$ cat config.mk
export PLATFORM = sky130hd
export DESIGN_NAME = cmd_router_flat
export DESIGN_NICKNAME = d
export VERILOG_FILES = /design/src/rtl/cmd_router_if.sv /design/src/rtl/cmd_router.sv /design/src/flat_wrapper.sv
export SDC_FILE = /design/constraint.sdc
export NUM_CORES = 1
export LEC_CHECK = 0
export CAP_MARGIN = 20
export CORE_ASPECT_RATIO = 0.8
export CORE_MARGIN = 2
export CORE_UTILIZATION = 35
export DETAILED_ROUTE_END_ITERATION = 8
export MAX_ROUTING_LAYER = met4
export PLACE_DENSITY = 0.72
export SYNTH_ARGS = -nofsm -noshare
export SYNTH_HDL_FRONTEND = slang
export SYNTH_SLANG_ARGS = --single-unit
export TNS_END_PERCENT = 20
$ cat constraint.sdc
create_clock -name clk -period 1.85 [get_ports clk]
set_input_delay 0.2775 -clock clk [delete_from_list [all_inputs] [get_ports clk]]
set_output_delay 0.2775 -clock clk [all_outputs]
set_load 0.1 [all_outputs]
$ cat src/rtl/cmd_router_if.sv
// -----------------------------------------------------------------------------
// cmd_router_if
//   Bundles the command panel inputs and the per-destination outputs of
//   cmd_router.
//
//   master : the panel / testbench side (drives requests, observes outputs)
//   slave  : the router side (consumes requests, drives outputs)
//
//   Signals
//     INCR, DECR, CONF : held request levels from the debounce stage
//     dest_sel         : requested destination index
//     DT               : threshold word delivered on CONF
//     INCR_OUT/DECR_OUT/CONF_OUT : one-hot, single-cycle registered pulses
//     DT_OUT           : per-destination latched DT, channel i at [i*DT_W +: DT_W]
//     active_dest      : committed destination
//     busy             : changeover guard running
//     fsm_state        : debug view of the router FSM (0 = IDLE, 1 = SWITCH)
//
//   Transfer semantics: there is no valid/ready pair. A request is the rising
//   edge of a level input; each accepted request yields exactly one
//   one-cycle pulse on the active destination, with no back-pressure.
// -----------------------------------------------------------------------------
interface cmd_router_if #(
   parameter int N_DEST = 2,
   parameter int SEL_W  = 1,
   parameter int DT_W   = 5
);
   logic                     INCR;
   logic                     DECR;
   logic                     CONF;
   logic [SEL_W-1:0]         dest_sel;
   logic [DT_W-1:0]          DT;
   logic [N_DEST-1:0]        INCR_OUT;
   logic [N_DEST-1:0]        DECR_OUT;
   logic [N_DEST-1:0]        CONF_OUT;
   logic [N_DEST*DT_W-1:0]   DT_OUT;
   logic [SEL_W-1:0]         active_dest;
   logic                     busy;
   logic                     fsm_state;

   modport master (
      output INCR, DECR, CONF, dest_sel, DT,
      input  INCR_OUT, DECR_OUT, CONF_OUT, DT_OUT, active_dest, busy, fsm_state
   );

   modport slave (
      input  INCR, DECR, CONF, dest_sel, DT,
      output INCR_OUT, DECR_OUT, CONF_OUT, DT_OUT, active_dest, busy, fsm_state
   );
endinterface

$ cat src/rtl/cmd_router.sv
// -----------------------------------------------------------------------------
// cmd_router
//   Routes thermostat user commands (INCR, DECR, CONF, DT) from one input
//   panel to one of N_DEST destination cores.
//   - Held command levels become single-cycle registered pulses on the
//     committed destination (active_dest), one cycle after the sampling edge.
//   - CONF loads DT into that destination's DT_OUT slot.
//   - A change of dest_sel starts a GUARD_CYC-cycle changeover (busy high)
//     during which all requests are dropped; the select may retarget or abort
//     while the guard runs.
//
//   Ports
//     clk : rising-edge clock
//     rst : asynchronous, active-high reset
//     bus : cmd_router_if.slave (requests in, pulses / DT / status out)
// -----------------------------------------------------------------------------
module cmd_router #(
   parameter int N_DEST    = 2,
   parameter int SEL_W     = 1,
   parameter int DT_W      = 5,
   parameter int GUARD_CYC = 4
) (
   input  logic         clk,
   input  logic         rst,
   cmd_router_if.slave  bus
);

   localparam int                CNT_W    = (GUARD_CYC > 1) ? $clog2(GUARD_CYC) : 1;
   localparam logic [CNT_W-1:0]  CNT_LOAD = CNT_W'(GUARD_CYC - 1);
   // One extra bit so N_DEST == 2**SEL_W is representable.
   localparam logic [SEL_W:0]    N_DEST_L = (SEL_W + 1)'(N_DEST);

   typedef enum logic {
      IDLE   = 1'b0,
      SWITCH = 1'b1
   } state_t;

   state_t                   state_q, state_d;
   logic [SEL_W-1:0]         active_q, active_d;
   logic [SEL_W-1:0]         target_q, target_d;
   logic [CNT_W-1:0]         cnt_q, cnt_d;

   // Edge-history registers; reset to 0 so a level held through reset
   // release still produces one pulse.
   logic                     incr_h, decr_h, conf_h;

   logic [N_DEST-1:0]        incr_q, decr_q, conf_q;
   logic [N_DEST*DT_W-1:0]   dt_q;

   logic                     req_incr, req_decr, req_conf;
   logic                     fire_incr, fire_decr, fire_conf;
   logic                     dest_valid, sel_is_active, sel_is_target;
   logic [N_DEST-1:0]        dest_onehot;

   // ---------------------------------------------------------------------------
   // Request detection and acceptance
   // ---------------------------------------------------------------------------
   always_comb begin
      req_incr = bus.INCR & ~incr_h;
      req_decr = bus.DECR & ~decr_h;
      req_conf = bus.CONF & ~conf_h;

      // Requests are only honoured in IDLE. INCR and DECR arriving together
      // cancel each other; CONF is independent of both.
      fire_incr = (state_q == IDLE) & req_incr & ~req_decr;
      fire_decr = (state_q == IDLE) & req_decr & ~req_incr;
      fire_conf = (state_q == IDLE) & req_conf;
   end

   always_comb begin
      dest_onehot = '0;
      for (int i = 0; i < N_DEST; i++) begin
         dest_onehot[i] = (active_q == SEL_W'(i));
      end
   end

   // ---------------------------------------------------------------------------
   // Changeover FSM: next state
   // ---------------------------------------------------------------------------
   always_comb begin
      state_d  = state_q;
      active_d = active_q;
      target_d = target_q;
      cnt_d    = cnt_q;

      dest_valid    = ({1'b0, bus.dest_sel} < N_DEST_L);
      sel_is_active = (bus.dest_sel == active_q);
      sel_is_target = (bus.dest_sel == target_q);

      case (state_q)
         IDLE: begin
            // Out-of-range selects are ignored rather than clamped.
            if (dest_valid && !sel_is_active) begin
               state_d  = SWITCH;
               target_d = bus.dest_sel;
               cnt_d    = CNT_LOAD;
            end
         end
         SWITCH: begin
            if (sel_is_active) begin
               // Select returned to the committed destination: abandon.
               state_d = IDLE;
            end else if (dest_valid && !sel_is_target) begin
               // New valid target mid-guard: restart the full guard.
               target_d = bus.dest_sel;
               cnt_d    = CNT_LOAD;
            end else if (cnt_q == '0) begin
               active_d = target_q;
               state_d  = IDLE;
            end else begin
               cnt_d = cnt_q - 1'b1;
            end
         end
         default: begin
            state_d = IDLE;
         end
      endcase
   end

   // ---------------------------------------------------------------------------
   // Changeover FSM: state register
   // ---------------------------------------------------------------------------
   always_ff @(posedge clk or posedge rst) begin
      if (rst) begin
         state_q  <= IDLE;
         active_q <= '0;
         target_q <= '0;
         cnt_q    <= '0;
      end else begin
         state_q  <= state_d;
         active_q <= active_d;
         target_q <= target_d;
         cnt_q    <= cnt_d;
      end
   end

   // ---------------------------------------------------------------------------
   // History, pulse and DT registers
   // ---------------------------------------------------------------------------
   always_ff @(posedge clk or posedge rst) begin
      if (rst) begin
         incr_h <= 1'b0;
         decr_h <= 1'b0;
         conf_h <= 1'b0;
         incr_q <= '0;
         decr_q <= '0;
         conf_q <= '0;
         dt_q   <= '0;
      end else begin
         // History tracks the levels in every state, so a level held across
         // a changeover is consumed and never fires afterwards.
         incr_h <= bus.INCR;
         decr_h <= bus.DECR;
         conf_h <= bus.CONF;

         incr_q <= fire_incr ? dest_onehot : '0;
         decr_q <= fire_decr ? dest_onehot : '0;
         conf_q <= fire_conf ? dest_onehot : '0;

         for (int i = 0; i < N_DEST; i++) begin
            if (fire_conf && dest_onehot[i]) begin
               dt_q[i*DT_W +: DT_W] <= bus.DT;
            end
         end
      end
   end

   // ---------------------------------------------------------------------------
   // Outputs
   // ---------------------------------------------------------------------------
   assign bus.INCR_OUT    = incr_q;
   assign bus.DECR_OUT    = decr_q;
   assign bus.CONF_OUT    = conf_q;
   assign bus.DT_OUT      = dt_q;
   assign bus.active_dest = active_q;
   assign bus.busy        = (state_q == SWITCH);
   assign bus.fsm_state   = state_q;

endmodule

$ cat src/flat_wrapper.sv
// flat-port wrapper written by rule: the top's interface ports become plain ports
module cmd_router_flat 
#(
   parameter int N_DEST    = 2,
   parameter int SEL_W     = 1,
   parameter int DT_W      = 5,
   parameter int GUARD_CYC = 4
)
  (clk, rst, bus_INCR, bus_DECR, bus_CONF, bus_dest_sel, bus_DT, bus_INCR_OUT, bus_DECR_OUT, bus_CONF_OUT, bus_DT_OUT, bus_active_dest, bus_busy, bus_fsm_state);
  cmd_router_if #(.N_DEST(N_DEST), .SEL_W(SEL_W), .DT_W(DT_W)) bus_i ();
  input  logic clk;
  input  logic rst;
  input wire logic [$bits(bus_i.INCR)-1:0] bus_INCR;
  input wire logic [$bits(bus_i.DECR)-1:0] bus_DECR;
  input wire logic [$bits(bus_i.CONF)-1:0] bus_CONF;
  input wire logic [$bits(bus_i.dest_sel)-1:0] bus_dest_sel;
  input wire logic [$bits(bus_i.DT)-1:0] bus_DT;
  output wire logic [$bits(bus_i.INCR_OUT)-1:0] bus_INCR_OUT;
  output wire logic [$bits(bus_i.DECR_OUT)-1:0] bus_DECR_OUT;
  output wire logic [$bits(bus_i.CONF_OUT)-1:0] bus_CONF_OUT;
  output wire logic [$bits(bus_i.DT_OUT)-1:0] bus_DT_OUT;
  output wire logic [$bits(bus_i.active_dest)-1:0] bus_active_dest;
  output wire logic [$bits(bus_i.busy)-1:0] bus_busy;
  output wire logic [$bits(bus_i.fsm_state)-1:0] bus_fsm_state;
  assign bus_i.INCR = bus_INCR;
  assign bus_i.DECR = bus_DECR;
  assign bus_i.CONF = bus_CONF;
  assign bus_i.dest_sel = bus_dest_sel;
  assign bus_i.DT = bus_DT;
  assign bus_INCR_OUT = bus_i.INCR_OUT;
  assign bus_DECR_OUT = bus_i.DECR_OUT;
  assign bus_CONF_OUT = bus_i.CONF_OUT;
  assign bus_DT_OUT = bus_i.DT_OUT;
  assign bus_active_dest = bus_i.active_dest;
  assign bus_busy = bus_i.busy;
  assign bus_fsm_state = bus_i.fsm_state;
  cmd_router #(.N_DEST(N_DEST), .SEL_W(SEL_W), .DT_W(DT_W), .GUARD_CYC(GUARD_CYC)) u_core (.clk(clk), .rst(rst), .bus(bus_i));
endmodule
==> key figures, run 1 <==
Outcome
  • Status: completed

Synth
  • Mapped cell area: 0.00102 mm^2
  • Main combinational cell family by area after synthesis: simple AND/OR/NAND/NOR gates
  • Synth Area in Simple Gates: 14.9%
  • Distinct cells, synth: 28
  • Synth Area in Adders: between 1 and 1.5%
  • Most used DFF post-synth: dfrtp_1
  • Number of flops mapped to enable cells by yosys: 0
  • Synthesized flop and latch total: 24
  • Cell taking the most area after synthesis: dfrtp_1
  • Post-Synth XOR/XNOR Area: less than 1%
  • Mean post-synth cell area: between 10 and 15 um^2
  • Post-synth ARST share: 100%
  • Seq/Total Area, Yosys: roughly three fifths
  • Synth Area in Compound Gates: around 7.1%
  • Yosys top cell area share: about three fifths
  • Syn Inst Count: between 70 and 80
  • Post-synth top cells: dfrtp_1, mux2_2, nor2_1, inv_1, nor3_1
  • Synth warn: 0
  • Mux cell area share after synthesis: 12.2%
  • Main area contributors after synthesis: dfrtp_1, mux2_2, nor2_1
  • Net count after synthesis: 91
  • Most common cell in the synthesized netlist: dfrtp_1

Place
  • I/O Buffers: 29
  • GPL Wtd Cong: around 0.85
  • DP HPWL: between 1000 and 1500 um
  • Placed cells: around 140

Timing
  • Max frequency: about 0.64 GHz
  • Setup violators final: 0
  • Hold Violations, Final: 0
  • Fin crit share: a little under nine tenths
  • Final hold slack: about 290 ps
  • Fin Setup TNS: 0 ps
  • Actual slew at the worst max-slew pin: approximately 580 ps
  • Max-slew violations: 0
  • Relative slew slack: 61.2%
  • RSZ-0062 raised after global routing: false
  • Skew final: ~10 ps
  • Post-layout min period: roughly 1600 ps

Setup path
  • Crit-path max cell delay: about 730 ps
  • Buf+Inv Stages, Crit Path: 1
  • CP max-delay cell: dfrtp_1
  • Worst Path Max Fanout: 13
  • Worst Path Arrival: 1300 ps
  • Crit path launch: u_core.bus.active_dest
  • Critical path start-end classification: flip-flop to output pin
  • Reg-to-Reg Start: u_core.bus.active_dest
  • Required time of the critical path: ~1600 ps
  • Cell family with most CP delay: flip-flops
  • Crit-path cells: buf_12
  • Worst setup EP type: output pin
  • Critical Path Source Type: flip-flop

Global routing
  • Top Usage Layer GRT: met2
  • Met3 global-route usage: between 4 and 5%
  • Met2 Use GR: around a quarter
  • Vias in the first global route: a little over 700
  • First-pass GRT wire length: 3310 um
  • Total GRT Usage: 13.6%
  • Initial antenna violation count: 0
  • Grt total ovfl: 0
  • Pin count of the biggest net entering global routing: 25
  • GR Util met1: about 15%

Detailed routing
  • WL/cell: ~13 um
  • Via count: between 600 and 700
  • Final WL: between 1500 and 2000 um
  • ANT nets after route: 0
  • Via density: between 4 and 5
  • Detailed Routing Iterations Pass 1: 4
  • 1st-iter DRT viols: 17
  • DRC Markers: 0

Clocking
  • CTS tree: yes
  • Post-CTS Setup Inserts: 0
  • Post-CTS sizing: 0
  • Clock insertion delay at the later pin of the skew report: about 320 ps
  • H-tree depth: 1
  • Clock transition at the registers of the reported paths: between 100 and 150 ps
  • Bufs on Longest Clock Path: 2
  • Cts bufs inserted: 3
  • Post-CTS Hold Buffers: 0
  • Clk root buf: clkbuf_4
  • CTS Sinks: 24

Cells and area
  • Post-route non-filler standard cell count: roughly 150
  • Share of post-route cells with drive strength above 1: 37.6%
  • Post-layout util: roughly half
  • N_diodes: 0
  • Final nets: approximately 120
  • P&R area growth vs syn: 35.4%

Die
  • Die H: ~52 um
  • Die X: roughly 64 um
  • Initial Util: ~37%
  • Core ar.: approximately 0.0028 mm^2
  • Die area: around 0.0034 mm^2
  • I/O pin count: 30
  • FP Rows: 17

Hold path
  • Min-delay worst type: input port to async pin

Job
  • Max-cap violation count: 0
sequential cells by signal, indices dropped and copies added, names as in the netlist:
name / flops
u_core.bus.DECR_OUT: 2
u_core.cnt_q: 2
u_core.decr_h: 1
u_core.conf_h: 1
u_core.incr_h: 1
u_core.bus.INCR_OUT: 2
u_core.target_q: 1
u_core.bus.DT_OUT: 10
u_core.bus.active_dest: 1
u_core.bus.busy: 1
u_core.bus.CONF_OUT: 2
cells in the final DEF, fill, tap and decap left out, drive strengths merged:
master and instances:
o21ai 2, o31ai 1, nand3b 2, nand3 1, bufinv 1, a211oi 1
clkbuf 3, nand2 2, nor3b 1, clkdlybuf4s50 10, a31oi 2, dfrtp 24
nor2b 2, inv 5, nor3 5, nand2b 3, ha 1, buf 20
xor2 1, a21o 1, nor2 7, o32ai 1, mux2 11, a21oi 1
a22o 1
path summary, 6_finish.rpt:
check | end | slack, ps | depth (start not counted)
worst max-delay path | bus_active_dest | 280 | 1
worst min-delay path | u_core.bus.DT_OUT[2] | 290 | 3
worst max register to register | u_core.bus.DT_OUT[8] | 350 | 3
worst min register to register | u_core.bus.DT_OUT[2] | 520 | 1
max in group asynchronous | u_core.bus.busy | 1310 | 3
min in group clk | u_core.conf_h | 410 | 1
cells by family after synthesis:
logic type      count (synthesis)
flops                          24
xor+xnor                        1
fa+ha+maj                       1
compound gates                 10
simple gates                   23
mux                            11
buf+inv                         9
metrics by stage:
| stage | instance area [um^2] | setup slack, ps |
|---|---|---|
| after global routing | 1380 | 217 |
| after detailed placement | 1330 | 130 |
| final | 1380 | 276 |
| after global placement | 1330 | 202 |
| after CTS | 1380 | 280 |
| after floorplan | 1020 | 42.8 |
layer usage:
metal  wire, um  part of all wire [%]
met3        138                   7.4
met1        824                    44
met5          0                     0
met2        900                    48
met4          8                  0.43
cell type report:
| type | count | area [um^2] |
|---|---|---|
| Fill cell | 269 | 1390 |
| Sequential cell | 24 | 602 |
| Multi-Input combinational cell | 46 | 369 |
| Timing Repair Buffer | 30 | 288 |
| Tap cell | 38 | 47.5 |
| Clock inverter | 1 | 30.0 |
| Clock buffer | 3 | 22.5 |
| Inverter | 5 | 18.8 |
Power of run 1 is left out: the tool's default activity adds up to more than one toggle a clock period on the data nets, which glitch-free logic cannot reach.
==> run 2, diff against run 1 <==
--- a/config.mk
+++ b/config.mk
@@ -8,10 +8,10 @@
 export CAP_MARGIN = 20
 export CORE_ASPECT_RATIO = 0.8
 export CORE_MARGIN = 2
-export CORE_UTILIZATION = 35
+export CORE_UTILIZATION = 41
 export DETAILED_ROUTE_END_ITERATION = 8
 export MAX_ROUTING_LAYER = met4
-export PLACE_DENSITY = 0.72
+export PLACE_DENSITY = 0.81
 export SYNTH_ARGS = -nofsm -noshare
 export SYNTH_HDL_FRONTEND = slang
 export SYNTH_SLANG_ARGS = --single-unit
==> run 2 against run 1 <==
  * Clock-buffer cell count is the same
  * First-iteration DRC count grew 53%
  * Setup slack gained 7.7 ps
  * Sequential cell count is the same
  * Worst hold slack gained 11 ps
  * Critical path depth is the same
  * Clock skew shrank 0.57 ps
  * Via count is the same
  * Cell count shrank 7.5%
  * Global-route usage grew 0.66 points
  * Die area shrank 14%
==> key figures, run 2 (synthesis results as in run 1) <==
Detailed routing
  • Via density: about 5.0
  • ANT nets after route: 0
  • Detailed Routing Iterations Pass 1: 4
  • WL/cell: around 14 um
  • Final WL: around 1800 um
  • Via count: ~680
  • DRC Markers: 0
  • 1st-iter DRT viols: 26

Cells and area
  • P&R area growth vs syn: 34.1%
  • Commonest non-fill, non-tap cell in the layout: dfrtp_1
  • Final nets: 122
  • Area occupied by multi-input gates: between 300 and 400 um^2
  • N_diodes: 0
  • Most frequent cells in the layout: dfrtp_1, buf_4, mux2_2
  • Fillcell total: approximately 200
  • Largest register FFs: 10
  • Share of post-route cells with drive strength above 1: between 30% and 40%
  • Register Area: around 600 um^2

Timing
  • Post-layout min period: between 1500 and 2000 ps
  • Fin crit share: about 85%
  • RSZ-0062 raised after global routing: false
  • Relative slew slack: 61.4%
  • Hold Violations, Final: 0
  • Final worst setup slack: 284 ps
  • Skew final: roughly 9.4 ps
  • Max frequency: approximately 0.64 GHz
  • Fin Setup TNS: 0 ps
  • Max-slew violations: 0
  • Setup violators final: 0
  • Actual slew at the worst max-slew pin: 579 ps
  • Final hold slack: 297 ps

Clocking
  • Cts bufs inserted: 3
  • Post-CTS sizing: 0
  • Post-CTS Setup Inserts: 0
  • CTS Sinks: 24
  • Clk root buf: clkbuf_4
  • Post-CTS Hold Buffers: 0
  • Clock transition at the registers of the reported paths: 140 ps
  • Clock insertion delay at the later pin of the skew report: a little over 300 ps
  • CTS tree: yes
  • H-tree depth: 1
  • Bufs on Longest Clock Path: 2

Setup path
  • Worst setup EP type: output pin
  • Required time of the critical path: roughly 1600 ps
  • Critical path start-end classification: flip-flop to output pin
  • Critical Path Source Type: flip-flop
  • Crit-path cells: buf_12
  • Crit-path max cell delay: between 700 and 800 ps
  • Worst reg-to-reg path cell count: 3
  • Worst Path Arrival: 1290 ps
  • Worst Setup EP: bus_active_dest
  • R2R Path End: u_core.bus.DT_OUT[8]
  • Crit path launch: u_core.bus.active_dest
  • CP Depth: 1
  • Buf+Inv Stages, Crit Path: 1
  • CP max-delay cell: dfrtp_1
  • Worst Path Max Fanout: 13
  • Reg2reg setup slack: roughly 340 ps
  • Reg-to-Reg Start: u_core.bus.active_dest
  • Cell family with most CP delay: flip-flops

Global routing
  • First-pass GRT wire length: 3050 um
  • Grt total ovfl: 0
  • Initial antenna violation count: 0
  • Pin count of the biggest net entering global routing: 25
  • Vias in the first global route: 640
  • Total GRT Usage: between 10% and 20%

Die
  • Initial Util: 42.3%
  • I/O pin count: 30
  • FP Rows: 16
  • Core ar.: between 0.002 and 0.0025 mm^2
  • Die area: a little under 0.003 mm^2
  • Die X: a little under 60 um
  • Die H: slightly below 50 um

Job
  • Max-cap violation count: 0

Outcome
  • Status: completed

Place
  • I/O Buffers: 29
  • Pre-CTS WS: ~150 ps
  • GPL Wtd Cong: approximately 0.82
  • DP HPWL: 1380 um

Hold path
  • Min-delay worst type: input port to async pin
[run 2: cell counts in the layout (fill, tap and decap cells not counted)]
Identical to the previous run, type by type.
[run 2: area by class of cell]
type,count,share of cell area (%)
Clock buffer,3,1.65
Clock inverter,1,2.20
Inverter,5,1.38
Multi-Input combinational cell,46,27.1
Sequential cell,24,44.1
Tap cell,27,2.48
Timing Repair Buffer,30,21.1
[run 2: worst min path at each step]
stage	slack, ps	end	startpoint
6_report	300	u_core.bus.DT_OUT[3]	rst
2_1_floorplan	290	u_core.bus.CONF_OUT[0]	rst
3_3_place_gp	490	u_core.bus.DT_OUT[9]	u_core.bus.DT_OUT[9]
5_1_grt	340	u_core.bus.INCR_OUT[1]	rst
3_5_place_dp	500	u_core.bus.DT_OUT[9]	u_core.bus.DT_OUT[9]
4_1_cts	310	u_core.bus.DT_OUT[3]	rst
[run 2: stage by stage]
step | instance area, um^2 | instances | util (%)
after global placement | 1310 | 132 | 54.6
after global routing | 1360 | 136 | 56.8
final | 1360 | 136 | 56.8
after detailed placement | 1310 | 132 | 54.6
after CTS | 1360 | 136 | 56.8
after floorplan | 1020 | 79 | -
[run 2: routing by layer]
metal / GRT usage [%] / wire length [um] / up-vias
met4: 3.33 / 0 / 0
met1: 21.0 / 859 / 330
met2: 19.6 / 854 / 21
met5: - / 0 / -
met3: 3.74 / 134 / 0
li1: - / - / 333
Power of run 2 is left out for the same reason.
==> run 3, diff against run 2 <==
--- a/config.mk
+++ b/config.mk
@@ -11,7 +11,7 @@
 export CORE_UTILIZATION = 41
 export DETAILED_ROUTE_END_ITERATION = 8
 export MAX_ROUTING_LAYER = met4
-export PLACE_DENSITY = 0.81
+export PLACE_DENSITY = 0.84
 export SYNTH_ARGS = -nofsm -noshare
 export SYNTH_HDL_FRONTEND = slang
 export SYNTH_SLANG_ARGS = --single-unit
==> constraint.sdc (replaced) <==
create_clock -name clk -period 1.4 [get_ports clk]
set_input_delay 0.21 -clock clk [delete_from_list [all_inputs] [get_ports clk]]
set_output_delay 0.21 -clock clk [all_outputs]
set_load 0.1 [all_outputs]
==> run 3 against run 2 <==
  * Cell count is 5.9% higher
  * Sequential share of layout area decreased by 7.5 points
  * Cell area grew 22%
  * Critical endpoint is now bus_fsm_state
  * Non-clock buffer count increased by 8
  * Critical path type unchanged
  * First-iteration DRC count decreased by 38%
  * Largest cell class unchanged
  * Highest routed layer is now met4
  * Sequential cell count stayed put
  * Critical path depth grew 1
  * Die area unchanged
==> key figures, run 3 (synthesis results as in run 1) <==
Outcome
  • Status: completed

Global routing
  • Grt total ovfl: 0
  • Pin count of the biggest net entering global routing: 25
  • First-pass GRT wire length: about 3500 um
  • Total GRT Usage: between 10% and 20%
  • Initial antenna violation count: 0
  • Vias in the first global route: about 760

Detailed routing
  • Top layer in use: met4
  • WL met2: 1210 um
  • DRC Markers: 0
  • WL/cell: about 16 um
  • ANT nets after route: 0
  • Detailed Routing Iterations Pass 1: 4
  • WL met3: around 150 um
  • Final WL: approximately 2300 um
  • 1st-iter DRT viols: 16
  • Via density: between 5 and 6
  • Via count: 743
  • Metal-1 WL: 901 um

Timing
  • Fin crit share: 98.6%
  • Final hold slack: about 220 ps
  • Relative slew slack: about four fifths
  • Actual slew at the worst max-slew pin: 303 ps
  • Hold Violations, Final: 0
  • Max frequency: 0.724 GHz
  • Post-layout min period: 1380 ps
  • Max-slew violations: 0
  • Setup violators final: 0
  • Skew final: around 0.82 ps
  • RSZ-0062 raised after global routing: true
  • Fin Setup TNS: 0 ps

Clocking
  • Cts bufs inserted: 3
  • H-tree depth: 1
  • Bufs on Longest Clock Path: 2
  • Clock insertion delay at the later pin of the skew report: approximately 310 ps
  • Clock transition at the registers of the reported paths: approximately 130 ps
  • CTS tree: yes
  • CTS Sinks: 24
  • Clk root buf: clkbuf_4

Place
  • GPL Wtd Cong: roughly 0.85
  • DP HPWL: between 1500 and 2000 um
  • I/O Buffers: 29

Die
  • Core ar.: approximately 0.0024 mm^2
  • I/O pin count: 30
  • Initial Util: a little over two fifths
  • Die X: 59.7 um
  • FP Rows: 16
  • Die H: 48.6 um
  • Die area: just under 0.003 mm^2

Cells and area
  • Fillcell total: 166
  • P&R area growth vs syn: 63.1%
  • Largest register FFs: 10
  • Most frequent cells in the layout: dfrtp_1, buf_12, clkdlybuf4s50_1
  • Final nets: 130
  • Commonest non-fill, non-tap cell in the layout: dfrtp_1
  • N_diodes: 0
  • Share of post-route cells with drive strength above 1: 44.4%

Hold path
  • Min-delay worst type: input port to async pin

Setup path
  • CP max-delay cell: dfrtp_4
  • Worst setup EP type: output pin
  • Required time of the critical path: roughly 1200 ps
  • Cell family with most CP delay: flip-flops
  • Buf+Inv Stages, Crit Path: 2
  • Worst Path Arrival: approximately 1200 ps
  • Worst Path Max Fanout: 8
  • Crit-path cells: buf_6 -> buf_12
  • Critical Path Source Type: flip-flop
  • Critical path start-end classification: flip-flop to output pin
  • Crit-path max cell delay: ~530 ps

Job
  • Max-cap violation count: 0
## run 3: cell types whose count changed in the layout (fill, tap and decap cells not counted), moves of 2 or more
cell | previous run | this run
mux2_4 | 0 | 2
buf_12 | 3 | 19
buf_4 | 17 | 6
buf_6 | 0 | 3
mux2_2 | 11 | 9
dfrtp_4 | 0 | 2
## run 3: layout make-up
| type | instances | area [um^2] | area share (%) |
|---|---|---|---|
| sequential | 24 | 608 | 36.7 |
| clock inverter | 1 | 30.0 | 1.81 |
| clock buffer | 3 | 22.5 | 1.36 |
| timing repair buffer | 38 | 559 | 33.7 |
| tap | 27 | 33.8 | 2.04 |
| inverter | 5 | 18.8 | 1.13 |
| multi-input combinational | 46 | 387 | 23.3 |
## run 3: routing by layer
metal	vias to the layer above	global-route usage [%]
met5	-	-
met3	4	4.01
li1	344	-
met4	0	3.33
met2	38	28.1
met1	357	19.1
## run 3: path summary, 6_finish.rpt
kind | from | end | slack (ps) | cells after the start
max reg2reg | u_core.cnt_q[0] | u_core.cnt_q[1] | 40 | 5
max in group asynchronous | rst | u_core.bus.busy | 920 | 3
min reg2reg | u_core.decr_h | u_core.bus.DECR_OUT[1] | 550 | 3
max | u_core.bus.busy | bus_fsm_state | 20 | 2
min | rst | u_core.bus.INCR_OUT[1] | 220 | 3
min in group clk | bus_INCR | u_core.incr_h | 360 | 1
## run 3: what timing repair did
action / in CTS / in global routing
pin swaps: 0 / 1
hold buffers: 0 / 0
resized for setup: 3 / 5
setup endpoints to repair: 4 / 9
buffers inserted: 2 / 3
## run 3: worst min-delay path: stages
cell,delay (ps)
clkdlybuf4s50_1,400
inv_1,50
buf_4,290
## run 3: per-stage QoR
stage               setup WS (ps)  std cells  util (%)  area [um^2]
floorplan                    -153         79         -         1030
global placement             -165        135      64.1         1540
global route                -28.5        144      69.1         1660
CTS                          9.69        141      67.3         1620
detailed placement           -256        135      64.1         1540
finish                       19.6        144      69.1         1660
Power of run 3 is left out for the same reason.
==> patch (settings of run 1) <==
`DT_W` is set to 5 in 3 places; all go to 10.
--- a/src/rtl/cmd_router_if.sv
+++ b/src/rtl/cmd_router_if.sv
@@ -23,7 +23,7 @@
 interface cmd_router_if #(
    parameter int N_DEST = 2,
    parameter int SEL_W  = 1,
-   parameter int DT_W   = 5
+   parameter int DT_W   = 10
 );
    logic                     INCR;
    logic                     DECR;
--- a/src/rtl/cmd_router.sv
+++ b/src/rtl/cmd_router.sv
@@ -17,7 +17,7 @@
 module cmd_router #(
    parameter int N_DEST    = 2,
    parameter int SEL_W     = 1,
-   parameter int DT_W      = 5,
+   parameter int DT_W      = 10,
    parameter int GUARD_CYC = 4
 ) (
    input  logic         clk,
--- a/src/flat_wrapper.sv
+++ b/src/flat_wrapper.sv
@@ -3,7 +3,7 @@
 #(
    parameter int N_DEST    = 2,
    parameter int SEL_W     = 1,
-   parameter int DT_W      = 5,
+   parameter int DT_W      = 10,
    parameter int GUARD_CYC = 4
 )
   (clk, rst, bus_INCR, bus_DECR, bus_CONF, bus_dest_sel, bus_DT, bus_INCR_OUT, bus_DECR_OUT, bus_CONF_OUT, bus_DT_OUT, bus_active_dest, bus_busy, bus_fsm_state);
Interface: changed (resized bus_DT and bus_DT_OUT); port bits go from 30 to 45. The function was not compared with the original's and may differ.
==> patch against run 1 <==
- fmax up 4.5%
- non-clock buffer count up 17
- critical endpoint is now u_core.bus.DT_OUT[10]$_DFFE_PP0P_
- synthesized area up 39%
- synthesized cell count rose by 28%
- setup slack better by 0.068 ns
- critical path depth rose by 2
- routed wire length up 47%
- final area is 40% higher
- sequential cell count increased by 10
- largest cell class unchanged
Power is not shown: default switching activity piles up to over one toggle a cycle in this logic, so the estimate is an artifact.
==> patch: results (changes against run 1) <==
| Metric | Value |
|---|---|
| Unique cell type count in the Yosys netlist | `27 (-3.6%)` |
| Pre-CTS WS | `0.1174 ns (-0.01224 ns)` |
| Top cells by area, synth | `dfrtp_1 (60%), mux2_2 (16%), buf_6 (2.4%), nor2b_4 (1.9%), buf_4 (1.6%)` |
| H-tree depth | `2 (+1)` |
| Placed Area | `1856 um^2 (+40%)` |
| DR pass1 iterations | `2 (-2)` |
| Placed insts | `197 (+38%)` |
| Dpl hpwl | `2028 um (+43%)` |
| Met2 Use GR | `21.80% (-1.5 points)` |
| Register area share after synthesis | `60.18% (+1.1 points)` |
| Fin nets | `166 (+36%)` |
| Post-Syn Instances | `101 (+28%)` |
| Critical Path Max Stage Delay | `0.52 ns (-0.21 ns)` |
| Met3 Use GR | `6.645% (+1.7 points)` |
| Top cells by count, synth | `dfrtp_1 (34), mux2_2 (20), nor2_1 (6)` |
| Share of layout cells above drive strength 1 | `45.64% (+8.0 points)` |
| Number of flip-flops in the largest register | `20 (+10)` |
| Global-route wire length before repair | `4436 um (+34%)` |
| Worst Path Max Fanout | `12 (-1)` |
| Vias in the first global route | `941 (+30%)` |
| Placer congestion estimate | `0.7324 (-14%)` |
| Critical Path Start | `u_core.bus.busy$_DFF_PP0_` |
| Post-synth net total | `118 (+30%)` |
| Port bufs | `44 (+52%)` |
| CTS buffer count | `5 (+2)` |
| Average routed wire per standard cell | `13.53 um (+6.3%)` |
| Setup Skew | `0.006243 ns (-0.003720 ns)` |
| Final WL | `2761 um (+47%)` |
| Initial DRC Count | `54 (+37)` |
| Status | `complete, no violations` |
| Largest net degree at the start of global routing | `35 (+40%)` |
| # resized after CTS | `0 (unchanged)` |
| Critical path's slowest cell | `dfrtp_2` |
| Clock-pin slew on the worst setup and hold paths | `0.06 ns (-0.07 ns)` |
## patch: changes by cell type in the layout (fill, tap and decap cells not counted), moves of 2 or more
cell	run 1	this run
dfrtp_1	23	33
clkdlybuf4s50_1	10	15
clkbuf_4	3	0
buf_4	17	29
clkinv_2	0	2
clkbuf_8	0	5
mux2_2	11	20
## patch: metal layers
layer  vias up  wire length, um
met3         8              246
met2        33             1309
met1       456             1143
met4         0               61
met5         -                0
li1        442                -
## patch: final timing paths
path                                                     endpoint  slack (ns)  depth (start not counted)
worst min-delay path             u_core.bus.DT_OUT[7]$_DFFE_PP0P_        0.40                          3
worst max register to register  u_core.bus.DT_OUT[10]$_DFFE_PP0P_        0.34                          3
worst max-delay path            u_core.bus.DT_OUT[10]$_DFFE_PP0P_        0.34                          3
min in group clk                          u_core.incr_h$_DFF_PP0_        0.48                          1
max in group asynchronous               u_core.bus.busy$_DFF_PP0_        1.12                          3
worst min register to register  u_core.bus.DT_OUT[17]$_DFFE_PP0P_        0.51                          1
## patch: area by class of cell
cell class	count	area, um^2
fill	348	1894
sequential	34	852.1
multi-input combinational	56	488.0
timing repair buffer	47	427.9
clock buffer	5	68.82
tap	55	68.82
inverter	5	18.77
clock inverter	2	10.01
## patch: worst reg2reg max path, cell delays in order, from the launching register on
cell and delay (ns):
dfrtp_2 0.52, nand2b_4 0.21, nor2_4 0.28, mux2_2 0.39
## patch: logic make-up after synthesis
group	Yosys count	share of synthesized area (%)
buffers and inverters	11	5.310
AND/OR/NAND/NOR	23	10.80
adder cells (fa/ha/maj)	1	0.8848
multiplexers	21	16.99
flip-flops	34	60.18
XOR/XNOR	1	0.6196
AO/OA/AOI/OAI	10	5.221
